$ cat src/rtl/ysyx_22050019_pkg.sv
// Shared constants, control-bundle layout and EXU entry payload type for the ID/EXU boundary.
// No logic; consumed by the ID->EXU register and its hazard detector.
// No flow control.
package ysyx_22050019_pkg;

    localparam int          XLEN     = 64;
    localparam int          CTRL_W   = 16;
    localparam logic [31:0] NOP_INST = 32'h0000_0013;
    localparam logic [4:0]  REG_ZERO = 5'd0;

    // Control bundle layout: [5:0] ALU op, [8:6] mem size, [11:9] branch type, rest reserved.
    localparam int CTRL_ALU_OP_LSB   = 0;
    localparam int CTRL_ALU_OP_W     = 6;
    localparam int CTRL_MEM_SIZE_LSB = 6;
    localparam int CTRL_MEM_SIZE_W   = 3;
    localparam int CTRL_BR_TYPE_LSB  = 9;
    localparam int CTRL_BR_TYPE_W    = 3;

    typedef struct packed {
        logic [XLEN-1:0]   pc;
        logic [31:0]       inst;
        logic [4:0]        rd;
        logic [XLEN-1:0]   op1;
        logic [XLEN-1:0]   op2;
        logic [XLEN-1:0]   imm;
        logic [CTRL_W-1:0] ctrl;
    } exu_dat_t;

    function automatic logic src_matches(input logic used, input logic [4:0] src, input logic [4:0] rd);
        return used && (src == rd);
    endfunction

endpackage

$ cat src/rtl/ysyx_22050019_load_use_detect.sv
// Flags an ID instruction that reads the destination of a load still sitting in EXU.
// Combinational, zero latency.
// No flow control; the caller decides whether to stall or bubble.
module ysyx_22050019_load_use_detect
    import ysyx_22050019_pkg::*;
(
    input  logic       exu_valid,
    input  logic       exu_mem_ren,
    input  logic       exu_rd_wen,
    input  logic [4:0] exu_rd,
    input  logic [4:0] rs1,
    input  logic       rs1_used,
    input  logic [4:0] rs2,
    input  logic       rs2_used,
    output logic       load_use
);

    logic producer_is_load;

    // x0 never carries a result, so a load to x0 can never create a hazard.
    assign producer_is_load = exu_valid & exu_mem_ren & exu_rd_wen & (exu_rd != REG_ZERO);
    assign load_use = producer_is_load &
                      (src_matches(rs1_used, rs1, exu_rd) | src_matches(rs2_used, rs2, exu_rd));

endmodule

$ cat src/rtl/ysyx_22050019_id_exu_reg.sv
// ID->EXU pipeline register with load-use bubble insertion, redirect flush and bubble counter.
// Latency: one cycle ID to EXU; one instruction per cycle without hazards.
// Backpressure: holds the entry while EXU is not ready; id_ready_o low on stall or load-use.
module ysyx_22050019_id_exu_reg
    import ysyx_22050019_pkg::*;
(
    input  logic              clk,
    input  logic              rst,
    input  logic              flush_i,
    input  logic              id_valid_i,
    output logic              id_ready_o,
    input  logic [XLEN-1:0]   id_pc_i,
    input  logic [31:0]       id_inst_i,
    input  logic [4:0]        id_rs1_i,
    input  logic [4:0]        id_rs2_i,
    input  logic              id_rs1_used_i,
    input  logic              id_rs2_used_i,
    input  logic [4:0]        id_rd_i,
    input  logic              id_rd_wen_i,
    input  logic              id_mem_ren_i,
    input  logic [XLEN-1:0]   id_op1_i,
    input  logic [XLEN-1:0]   id_op2_i,
    input  logic [XLEN-1:0]   id_imm_i,
    input  logic [CTRL_W-1:0] id_ctrl_i,
    output logic              exu_valid_o,
    input  logic              exu_ready_i,
    output logic [XLEN-1:0]   exu_pc_o,
    output logic [31:0]       exu_inst_o,
    output logic [4:0]        exu_rd_o,
    output logic [XLEN-1:0]   exu_op1_o,
    output logic [XLEN-1:0]   exu_op2_o,
    output logic [XLEN-1:0]   exu_imm_o,
    output logic [CTRL_W-1:0] exu_ctrl_o,
    output logic              exu_rd_wen_o,
    output logic              exu_mem_ren_o,
    output logic              load_use_stall_o,
    output logic [31:0]       bubble_cnt_o
);

    exu_dat_t    exu_q;
    logic        exu_valid_q;
    logic        exu_rd_wen_q;
    logic        exu_mem_ren_q;
    logic [31:0] bubble_cnt_q;
    logic        load_use;
    logic        free;

    ysyx_22050019_load_use_detect u_load_use_detect (
        .exu_valid   (exu_valid_q),
        .exu_mem_ren (exu_mem_ren_q),
        .exu_rd_wen  (exu_rd_wen_q),
        .exu_rd      (exu_q.rd),
        .rs1         (id_rs1_i),
        .rs1_used    (id_rs1_used_i),
        .rs2         (id_rs2_i),
        .rs2_used    (id_rs2_used_i),
        .load_use    (load_use)
    );

    assign free             = ~exu_valid_q | exu_ready_i;
    assign id_ready_o       = flush_i | (free & ~load_use);
    assign load_use_stall_o = load_use & id_valid_i;

    // Bubbles and flushes only clear the fields EXU and forwarding look at; the rest is don't-care.
    always_ff @(posedge clk) begin
        if (rst) begin
            exu_valid_q   <= 1'b0;
            exu_rd_wen_q  <= 1'b0;
            exu_mem_ren_q <= 1'b0;
            exu_q         <= '0;
            exu_q.inst    <= NOP_INST;
            bubble_cnt_q  <= '0;
        end else if (flush_i) begin
            exu_valid_q   <= 1'b0;
            exu_rd_wen_q  <= 1'b0;
            exu_mem_ren_q <= 1'b0;
            exu_q.inst    <= NOP_INST;
        end else if (free) begin
            if (id_valid_i && !load_use) begin
                exu_valid_q   <= 1'b1;
                exu_rd_wen_q  <= id_rd_wen_i;
                exu_mem_ren_q <= id_mem_ren_i;
                exu_q.pc      <= id_pc_i;
                exu_q.inst    <= id_inst_i;
                exu_q.rd      <= id_rd_i;
                exu_q.op1     <= id_op1_i;
                exu_q.op2     <= id_op2_i;
                exu_q.imm     <= id_imm_i;
                exu_q.ctrl    <= id_ctrl_i;
            end else begin
                exu_valid_q   <= 1'b0;
                exu_rd_wen_q  <= 1'b0;
                exu_mem_ren_q <= 1'b0;
                exu_q.inst    <= NOP_INST;
                if (id_valid_i) begin
                    bubble_cnt_q <= bubble_cnt_q + 32'd1;
                end
            end
        end
    end

    assign exu_valid_o   = exu_valid_q;
    assign exu_rd_wen_o  = exu_rd_wen_q;
    assign exu_mem_ren_o = exu_mem_ren_q;
    assign exu_pc_o      = exu_q.pc;
    assign exu_inst_o    = exu_q.inst;
    assign exu_rd_o      = exu_q.rd;
    assign exu_op1_o     = exu_q.op1;
    assign exu_op2_o     = exu_q.op2;
    assign exu_imm_o     = exu_q.imm;
    assign exu_ctrl_o    = exu_q.ctrl;
    assign bubble_cnt_o  = bubble_cnt_q;

endmodule

$ cat config.mk
export PLATFORM = sky130hd
export DESIGN_NAME = ysyx_22050019_id_exu_reg
export DESIGN_NICKNAME = d
export VERILOG_FILES = /design/src/rtl/ysyx_22050019_pkg.sv /design/src/rtl/ysyx_22050019_load_use_detect.sv /design/src/rtl/ysyx_22050019_id_exu_reg.sv
export SDC_FILE = /design/constraint.sdc
export NUM_CORES = 1
export LEC_CHECK = 0
export ABC_AREA = 1
export BUFFER_PORTS_ARGS = -buffer_cell sky130_fd_sc_hd__buf_2
export CAP_MARGIN = 10
export CORE_AREA = 3 3 258 260
export DETAILED_ROUTE_END_ITERATION = 8
export DIE_AREA = 0 0 261 263
export PLACE_DENSITY = 0.4
export SYNTH_ARGS = -nofsm -noshare
export SYNTH_HDL_FRONTEND = slang
export SYNTH_SLANG_ARGS = --single-unit
export TNS_END_PERCENT = 20
$ cat constraint.sdc
create_clock -name clk -period 2 [get_ports clk]
set_input_delay 0.4 -clock clk [delete_from_list [all_inputs] [get_ports clk]]
set_output_delay 0.4 -clock clk [all_outputs]
set_load 0.01 [all_outputs]
==> results of run 1 <==
-- worst register-to-register path, cell delays in order, from the launching register on --
cell and delay [ns]:
dfxtp_2 0.33, inv_2 0.08, buf_4 0.10, buf_4 0.10
nand2_4 0.06, o21ai_4 0.16, inv_4 0.07, nand2_8 0.08
buf_6 0.10, buf_12 0.10, nand3_4 0.19, buf_12 0.20
clkbuf_16 0.16, clkbuf_16 0.18, nand2_1 0.07, a21oi_1 0.05
-- path summary, 6_finish.rpt --
path                 startpoint       endpoint  cells past startpoint
setup / recovery    exu_rd_o[1]     id_ready_o                      9
hold / removal       id_rd_i[4]    exu_rd_o[4]                      3
setup reg to reg    exu_rd_o[0]  exu_op1_o[37]                     15
hold reg to reg   exu_imm_o[40]  exu_imm_o[40]                      2
-- power by group --
part | internal, mW | switching (mW) | total (mW)
registers | 7.14 | 0.149 | 7.29
logic | 1.04 | 1.31 | 2.35
clock network | 4.86 | 3.15 | 8.00
total | 13.0 | 4.61 | 17.6
-- kinds of logic (layout without fill, tap and decap cells) --
| group | after synthesis | count (layout) |
|---|---|---|
| AO/OA/AOI/OAI | 341 | 341 |
| adder cells (fa/ha/maj) | 1 | 1 |
| other | 0 | 17 |
| AND/OR/NAND/NOR | 853 | 853 |
| buffers and inverters | 213 | 925 |
| flip-flops | 344 | 344 |
-- layout make-up --
cell class	instances	area, sq um	area share [%]
flip-flops and latches	344	6895	31.89
multi-input cells	1195	6446	29.81
repair buffers	804	5543	25.63
clock buffers	66	1335	6.174
well taps	855	1070	4.947
inverters	42	165.2	0.7638
clock inverters	13	127.6	0.5902
diodes	17	42.54	0.1967
-- per-stage QoR --
| stage | std cells | hold slack, ns |
|---|---|---|
| floorplan | 1752 | 0.4829 |
| global placement | 3192 | 0.4424 |
| detailed placement | 3192 | 0.4487 |
| CTS | 3279 | 0.03524 |
| global route | 3332 | 0.06382 |
| finish | 3336 | 0.07980 |
-- registers in the layout, summed over array words and instances (netlist names) --
register       flops
exu_op1_o         64
exu_pc_o          64
exu_mem_ren_o      1
exu_valid_o        1
bubble_cnt_o      32
exu_imm_o         64
exu_ctrl_o        16
exu_rd_o           5
exu_op2_o         64
exu_inst_o        32
exu_rd_wen_o       1
-- layer usage --
metal	global-route usage, %	share of wire (%)	up-vias	wire, um
met5	0	0.070	-	46
met4	5.799	3.0	8	1980
li1	-	-	7464	-
met1	20.74	41	7357	26980
met3	4.868	6.9	106	4561
met2	29.78	49	504	32580
-- cells in the final DEF, fill, tap and decap left out, drive strengths merged --
master,n
nand4,274
nor3,4
a21oi,334
ha,1
nand3,48
bufinv,2
inv,42
nor2,83
o21ai,6
buf,780
clkinv,9
bufbuf,1
dfxtp,344
clkbuf,89
diode,17
nand2,442
a21o,1
nand3b,2
clkinvlp,2
-- repair_timing --
| action | 4_1_cts | 5_1_grt |
|---|---|---|
| endpoints found under the setup margin | 313 | 316 |
| setup buffers | 7 | 21 |
| pin swaps | 11 | 15 |
| cloned | 3 | 22 |
| resized for setup | 34 | 217 |
==> results.md, run 1 <==
* Outcome: finished, violations left
* Failing checks: negative setup slack
* Final setup skew at approximately 0.011 ns
* Slew @ Worst Pin at between 0.7 and 0.8 ns
* Crit path DAT at about 1.9 ns
* Peak supply drop at 0.0004988 V
* Most frequent cell after synthesis: nand2_1
* Endpoints failing hold at 0
* Post-synth top cells: nand2_1, dfxtp_1, a21oi_1
* CTS Sinks at approximately 340
* Post-Place Worst Slack at -0.2938 ns
* GPL Wtd Cong at approximately 0.80
* Worst-Skew Late Latency at 0.55 ns
* Final Util at roughly 34%
* Worst setup path class: flip-flop to primary output
* Largest net degree at the start of global routing at roughly 110
* Synthesized Nets at between 2000 and 2500
* Cells after synthesis at 1752
* Max-cap viol count at 0
* Htree depth at 2
* Crit path time final at between 2 and 2.5 ns
* Area Overhead vs Synth at 58.20%
* Crit share post-route at 113.7%
* First-pass GRT wire length at 93.06 mm
* FF+latch count, synth at around 340
* Cell area after layout at 21620 sq um
* Lkg Pwr at 9.473 nW
* Die Ht at between 200 and 300 um
* Root buf cell: clkbuf_16
* Vias per cell at between 4 and 5
* Residual DRC at 0
* Post-DP HPWL at roughly 46 mm
* Crit path top cell by count: nand2_1
* Synth top area share at 50.38%
* Power Dens Cells at ~800 nW/um^2
* Final Slew Violations at 0
* Total Routing Usage GR at 17.34%
* Slew margin rel. at between 50% and 60%
* WP buf/inv at 2
* PnR Total Power at between 15 and 20 mW
* Main combinational cell family by area after synthesis: simple AND/OR/NAND/NOR gates
* Largest stage delay, worst path at between 0.3 and 0.4 ns
* Antenna-violating nets left at 0
* Setup Viol. Count Final at between 300 and 400
* # IOs at 674
* WL final at between 60 and 70 mm
* Crit path cell chain: buf_12 > nand2_1 > nand2_1 > nor2_2 > nand3_2 > nand2_4 > nand2_8 > a21o_1 > buf_6
* Layout fillers at 6921
* CTS max path bufs at 3
* Final #Nets at about 2800
* Site Rows at 93
* Unrepaired setup endpoints after global routing: yes
* Worst R2R Setup Slack at -0.19 ns
* XOR/XNOR share of the synthesized area at 0%
* Achievable Freq at between 0.4 and 0.5 GHz
* Critical Path Fanout Max at 3
* Initial antenna violation count at 25
* Synthesized area at about 14000 sq um
* Initial core utilization at between 20% and 30%
* CTS Buf Count at 44
* WP data required at approximately 1.6 ns
* Fraction of layout cells with a size suffix above 1 at 44.20%
* Total die area at slightly below 70000 sq um
* Clock edge transition at the registers on the reported setup and hold paths at roughly 0.06 ns
* Final worst slack at -0.2738 ns
* CP max stage cell: dfxtp_4
* Die width at between 200 and 300 um
* Core area at ~64000 sq um
* I/O Buffers at just under 700
* Critical path's top delay family: simple AND/OR/NAND/NOR gates
* Sum of negative setup slack at -38.66 ns
* Largest cells by area after synthesis: dfxtp_1, nand4_1, a21oi_1
* Tightest Hold Check Type: input port to flip-flop
* EDFF count, synth at 0
* Compound-Gate Fraction of Synth Area at between 10% and 20%
* Global route overflow at 0
* Hold-fix buffers, CTS at 0
* Post-synth top flop: dfxtp_1
* Mux cell area share after synthesis at 0%
* Crit path launch type: flip-flop
* Drt wl/cell at between 15 and 20 um
* Vias at approximately 15000
* Post-Synth Simple-Gate Area at 29.33%
* Avg Cell Area, Syn at 7.802 sq um
* YS warnings at 0
* CTS tree: built
* Instance area at placement at roughly 18000 sq um
* Yosys cell types at 25
* Drt pass-1 iters at 5
* Worst setup EP type: primary output
* Register area share after synthesis at between 50% and 60%
* Synth Area in Adders at less than 1%
* Cell taking the most area after synthesis: dfxtp_1
* Number of global-route vias before repair at between 10000 and 15000
* FFs w/ async S/R, synth at 0%
* Iteration-0 DRC Markers at a little over 800
(Power assumes the default switching activity.)
==> run 2: changes to the inputs <==
--- a/config.mk
+++ b/config.mk
@@ -6,12 +6,14 @@
 export NUM_CORES = 1
 export LEC_CHECK = 0
 export ABC_AREA = 1
+export ABC_CLOCK_PERIOD_IN_PS = 2000
 export BUFFER_PORTS_ARGS = -buffer_cell sky130_fd_sc_hd__buf_2
 export CAP_MARGIN = 10
 export CORE_AREA = 3 3 258 260
 export DETAILED_ROUTE_END_ITERATION = 8
 export DIE_AREA = 0 0 261 263
 export PLACE_DENSITY = 0.4
+export SKIP_CTS_REPAIR_TIMING = 1
 export SYNTH_ARGS = -nofsm -noshare
 export SYNTH_HDL_FRONTEND = slang
 export SYNTH_SLANG_ARGS = --single-unit
==> run 2 against run 1 <==
The run still ends with negative setup slack left; flip-flop and latch count stayed put; via count is 0.80% lower; non-clock buffer count is 13 lower; routed wire length is 1.4% lower; die area stayed put; critical path type unchanged.
==> results.md, run 2 (synthesis gave the netlist of run 1 again) <==
* Outcome: finished, violations left (unchanged)
* Failing checks: negative setup slack (unchanged)
* Critical Path Fanout Max at 5 (was 3)
* Worst r2r dst: exu_op2_o[16] (was exu_op1_o[37])
* I/O Buffers at 673 (unchanged)
* Worst-Skew Late Latency at 0.56 ns (was 0.55 ns)
* Int Power at 12.98 mW (was 13.03 mW)
* Cells on Worst Hold Path at 3 (unchanged)
* Instance area at placement at 18330 sq um (unchanged)
* Commonest non-fill, non-tap cell in the layout: buf_2 (unchanged)
* Global route overflow at 0 (unchanged)
* Antenna-violating nets left at 0 (unchanged)
* Area Overhead vs Synth at 56.11% (was 58.20%)
* Slew margin rel. at 50.50% (was 51.74%)
* CTS tree: built (unchanged)
* Vias per cell at 4.609 (was 4.628)
* Critical path's top delay family: simple AND/OR/NAND/NOR gates (unchanged)
* Unrepaired setup endpoints after global routing: yes (unchanged)
* Worst setup path class: flip-flop to primary output (unchanged)
* Initial core utilization at 21.24% (unchanged)
* Final worst slack at -0.3158 ns (was -0.2738 ns)
* Initial antenna violation count at 24 (was 25)
* Total Routing Usage GR at 17.12% (was 17.34%)
* Share of power burned in combinational logic at 12.9% (was 13.3%)
* Commonest non-fill, non-tap cells in the layout: buf_2, nand2_1, dfxtp_1 (unchanged)
* Final Slew Violations at 0 (unchanged)
* WP buf/inv at 2 (unchanged)
* Drt pass-1 iters at 4 (was 5)
* Lkg Pwr at 9.377 nW (was 9.473 nW)
* Site Rows at 93 (unchanged)
* Crit path time final at 2.316 ns (was 2.274 ns)
* Sw frac at 26.06% (was 26.11%)
* Clk pwr share at 45.5% (was 45.4%)
* Die width at 261 um (unchanged)
* Fraction of layout cells with a size suffix above 1 at 43.25% (was 44.20%)
* Clock edge transition at the registers on the reported setup and hold paths at 0.06 ns (about the same)
* Hold Path Origin: id_rd_i[4] (unchanged)
* Endpoints failing hold at 0 (unchanged)
* Max-cap viol count at 0 (unchanged)
* Cell area after layout at 21340 sq um (was 21620 sq um)
* First-pass GRT wire length at 92.00 mm (was 93.06 mm)
* Core area at 64350 sq um (unchanged)
* Setup Viol. Count Final at 279 (was 303)
* Crit path DAT at 1.92 ns (was 1.87 ns)
* Seq pwr share at 41.5% (was 41.3%)
* Crit path cell chain: inv_2 > nand2_1 > nand2_2 > nor2_4 > nand3_2 > nand2_4 > nand2_8 > a21o_1 > buf_6 (was buf_12 > nand2_1 > nand2_1 > nor2_2 > nand3_2 > nand2_4 > nand2_8 > a21o_1 > buf_6)
* Layout fillers at 6927 (was 6921)
* Residual DRC at 0 (unchanged)
* Worst R2R Start: exu_rd_o[4] (was exu_rd_o[0])
* Final setup skew at 0.01159 ns (was 0.01108 ns)
* CTS Sinks at 344 (unchanged)
* Crit path launch type: flip-flop (unchanged)
* Sum of negative setup slack at -50.00 ns (was -38.66 ns)
* Largest stage delay, worst path at 0.36 ns (about the same)
* Largest net degree at the start of global routing at 113 (unchanged)
* GPL Wtd Cong at 0.8029 (unchanged)
* Hold WS at 0.06146 ns (was 0.07980 ns)
* Peak supply drop at 0.0004923 V (was 0.0004988 V)
* Crit share post-route at 115.8% (was 113.7%)
* Area taken by multi-input logic gates at 6434 sq um (was 6446 sq um)
* Critical Path Start: exu_rd_o[4] (was exu_rd_o[1])
* Vias at 15320 (was 15440)
* Drt wl/cell at 19.63 um (was 19.83 um)
* Total die area at 68640 sq um (unchanged)
* CP max stage cell: dfxtp_4 (unchanged)
* Worst setup EP type: primary output (unchanged)
* Final Util at 33.16% (was 33.61%)
* Worst R2R Setup Slack at -0.26 ns (was -0.19 ns)
* WP data required at 1.60 ns (about the same)
* Final #Nets at 2747 (was 2760)
* Tightest Hold Check Type: input port to flip-flop (unchanged)
* Iteration-0 DRC Markers at 771 (was 828)
* Seq. cell area at 6900 sq um (was 6895 sq um)
* Number of global-route vias before repair at 14640 (was 14770)
* Achievable Freq at 0.4318 GHz (was 0.4398 GHz)
* CTS Buf Count at 44 (unchanged)
* CTS max path bufs at 3 (unchanged)
* Worst Hold Path EP: exu_rd_o[4] (unchanged)
* R2R depth at 16 (was 15)
* Power Dens Cells at 822.8 nW/um^2 (was 815.7 nW/um^2)
* Root buf cell: clkbuf_16 (unchanged)
* Die Ht at 263 um (unchanged)
* Htree depth at 2 (unchanged)
* Post-DP HPWL at 45.57 mm (unchanged)
* Slew @ Worst Pin at 0.7425 ns (was 0.7240 ns)
* # IOs at 674 (unchanged)
* WL final at 65.22 mm (was 66.15 mm)
* Net Switching at 4.575 mW (was 4.606 mW)
[run 2: metal layers]
metal | track usage [%] | share of wire [%] | up-vias
met5 | 0 | 0.098 | -
met4 | 5.799 | 3.0 | 10
met3 | 4.877 | 6.9 | 111
met2 | 29.17 | 49 | 520
met1 | 20.59 | 41 | 7235
li1 | - | - | 7439
[run 2: power groups by stage]
stage | Sequential, mW | Clock [mW] | Combinational (mW)
after global routing | 7.32 | 8.51 | 2.47
after detailed placement | 7.42 | 0 | 1.99
final | 7.29 | 7.99 | 2.27
after CTS | 7.28 | 8.26 | 1.99
after floorplan | 7.56 | 0 | 0.805
after global placement | 7.42 | 0 | 1.99
[run 2: area by class of cell]
| cell class | instances | share of cell area [%] |
|---|---|---|
| Timing Repair Buffer | 791 | 24.67 |
| Clock buffer | 66 | 6.256 |
| Multi-Input combinational cell | 1195 | 30.15 |
| Tap cell | 855 | 5.013 |
| Antenna cell | 17 | 0.1994 |
| Clock inverter | 13 | 0.5981 |
| Inverter | 42 | 0.7740 |
| Sequential cell | 344 | 32.34 |
[run 2: tightest hold or removal path, delay by kind of cell]
| family | cells | cell delay, ns |
|---|---|---|
| and+or+nand+nor | 2 | 0.10 |
| buffers and inverters | 1 | 0.08 |
[run 2: worst max-delay path by stage]
stage          depth (start not counted)  slack, ns                to
5_1_grt                                9      -0.40        id_ready_o
3_3_place_gp                          13      -0.26     exu_op1_o[26]
4_1_cts                                9      -0.75  load_use_stall_o
6_report                               9      -0.32        id_ready_o
3_5_place_dp                          13      -0.29      exu_op2_o[0]
2_1_floorplan                         10       0.22        id_ready_o
[run 2: per-stage QoR]
step,total power [mW],setup slack (ns),instances
global route,18.30,-0.3994,3319
detailed placement,9.413,-0.2938,3192
global placement,9.404,-0.2564,3192
CTS,17.54,-0.7478,3271
finish,17.56,-0.3158,3323
floorplan,8.362,0.2187,1752
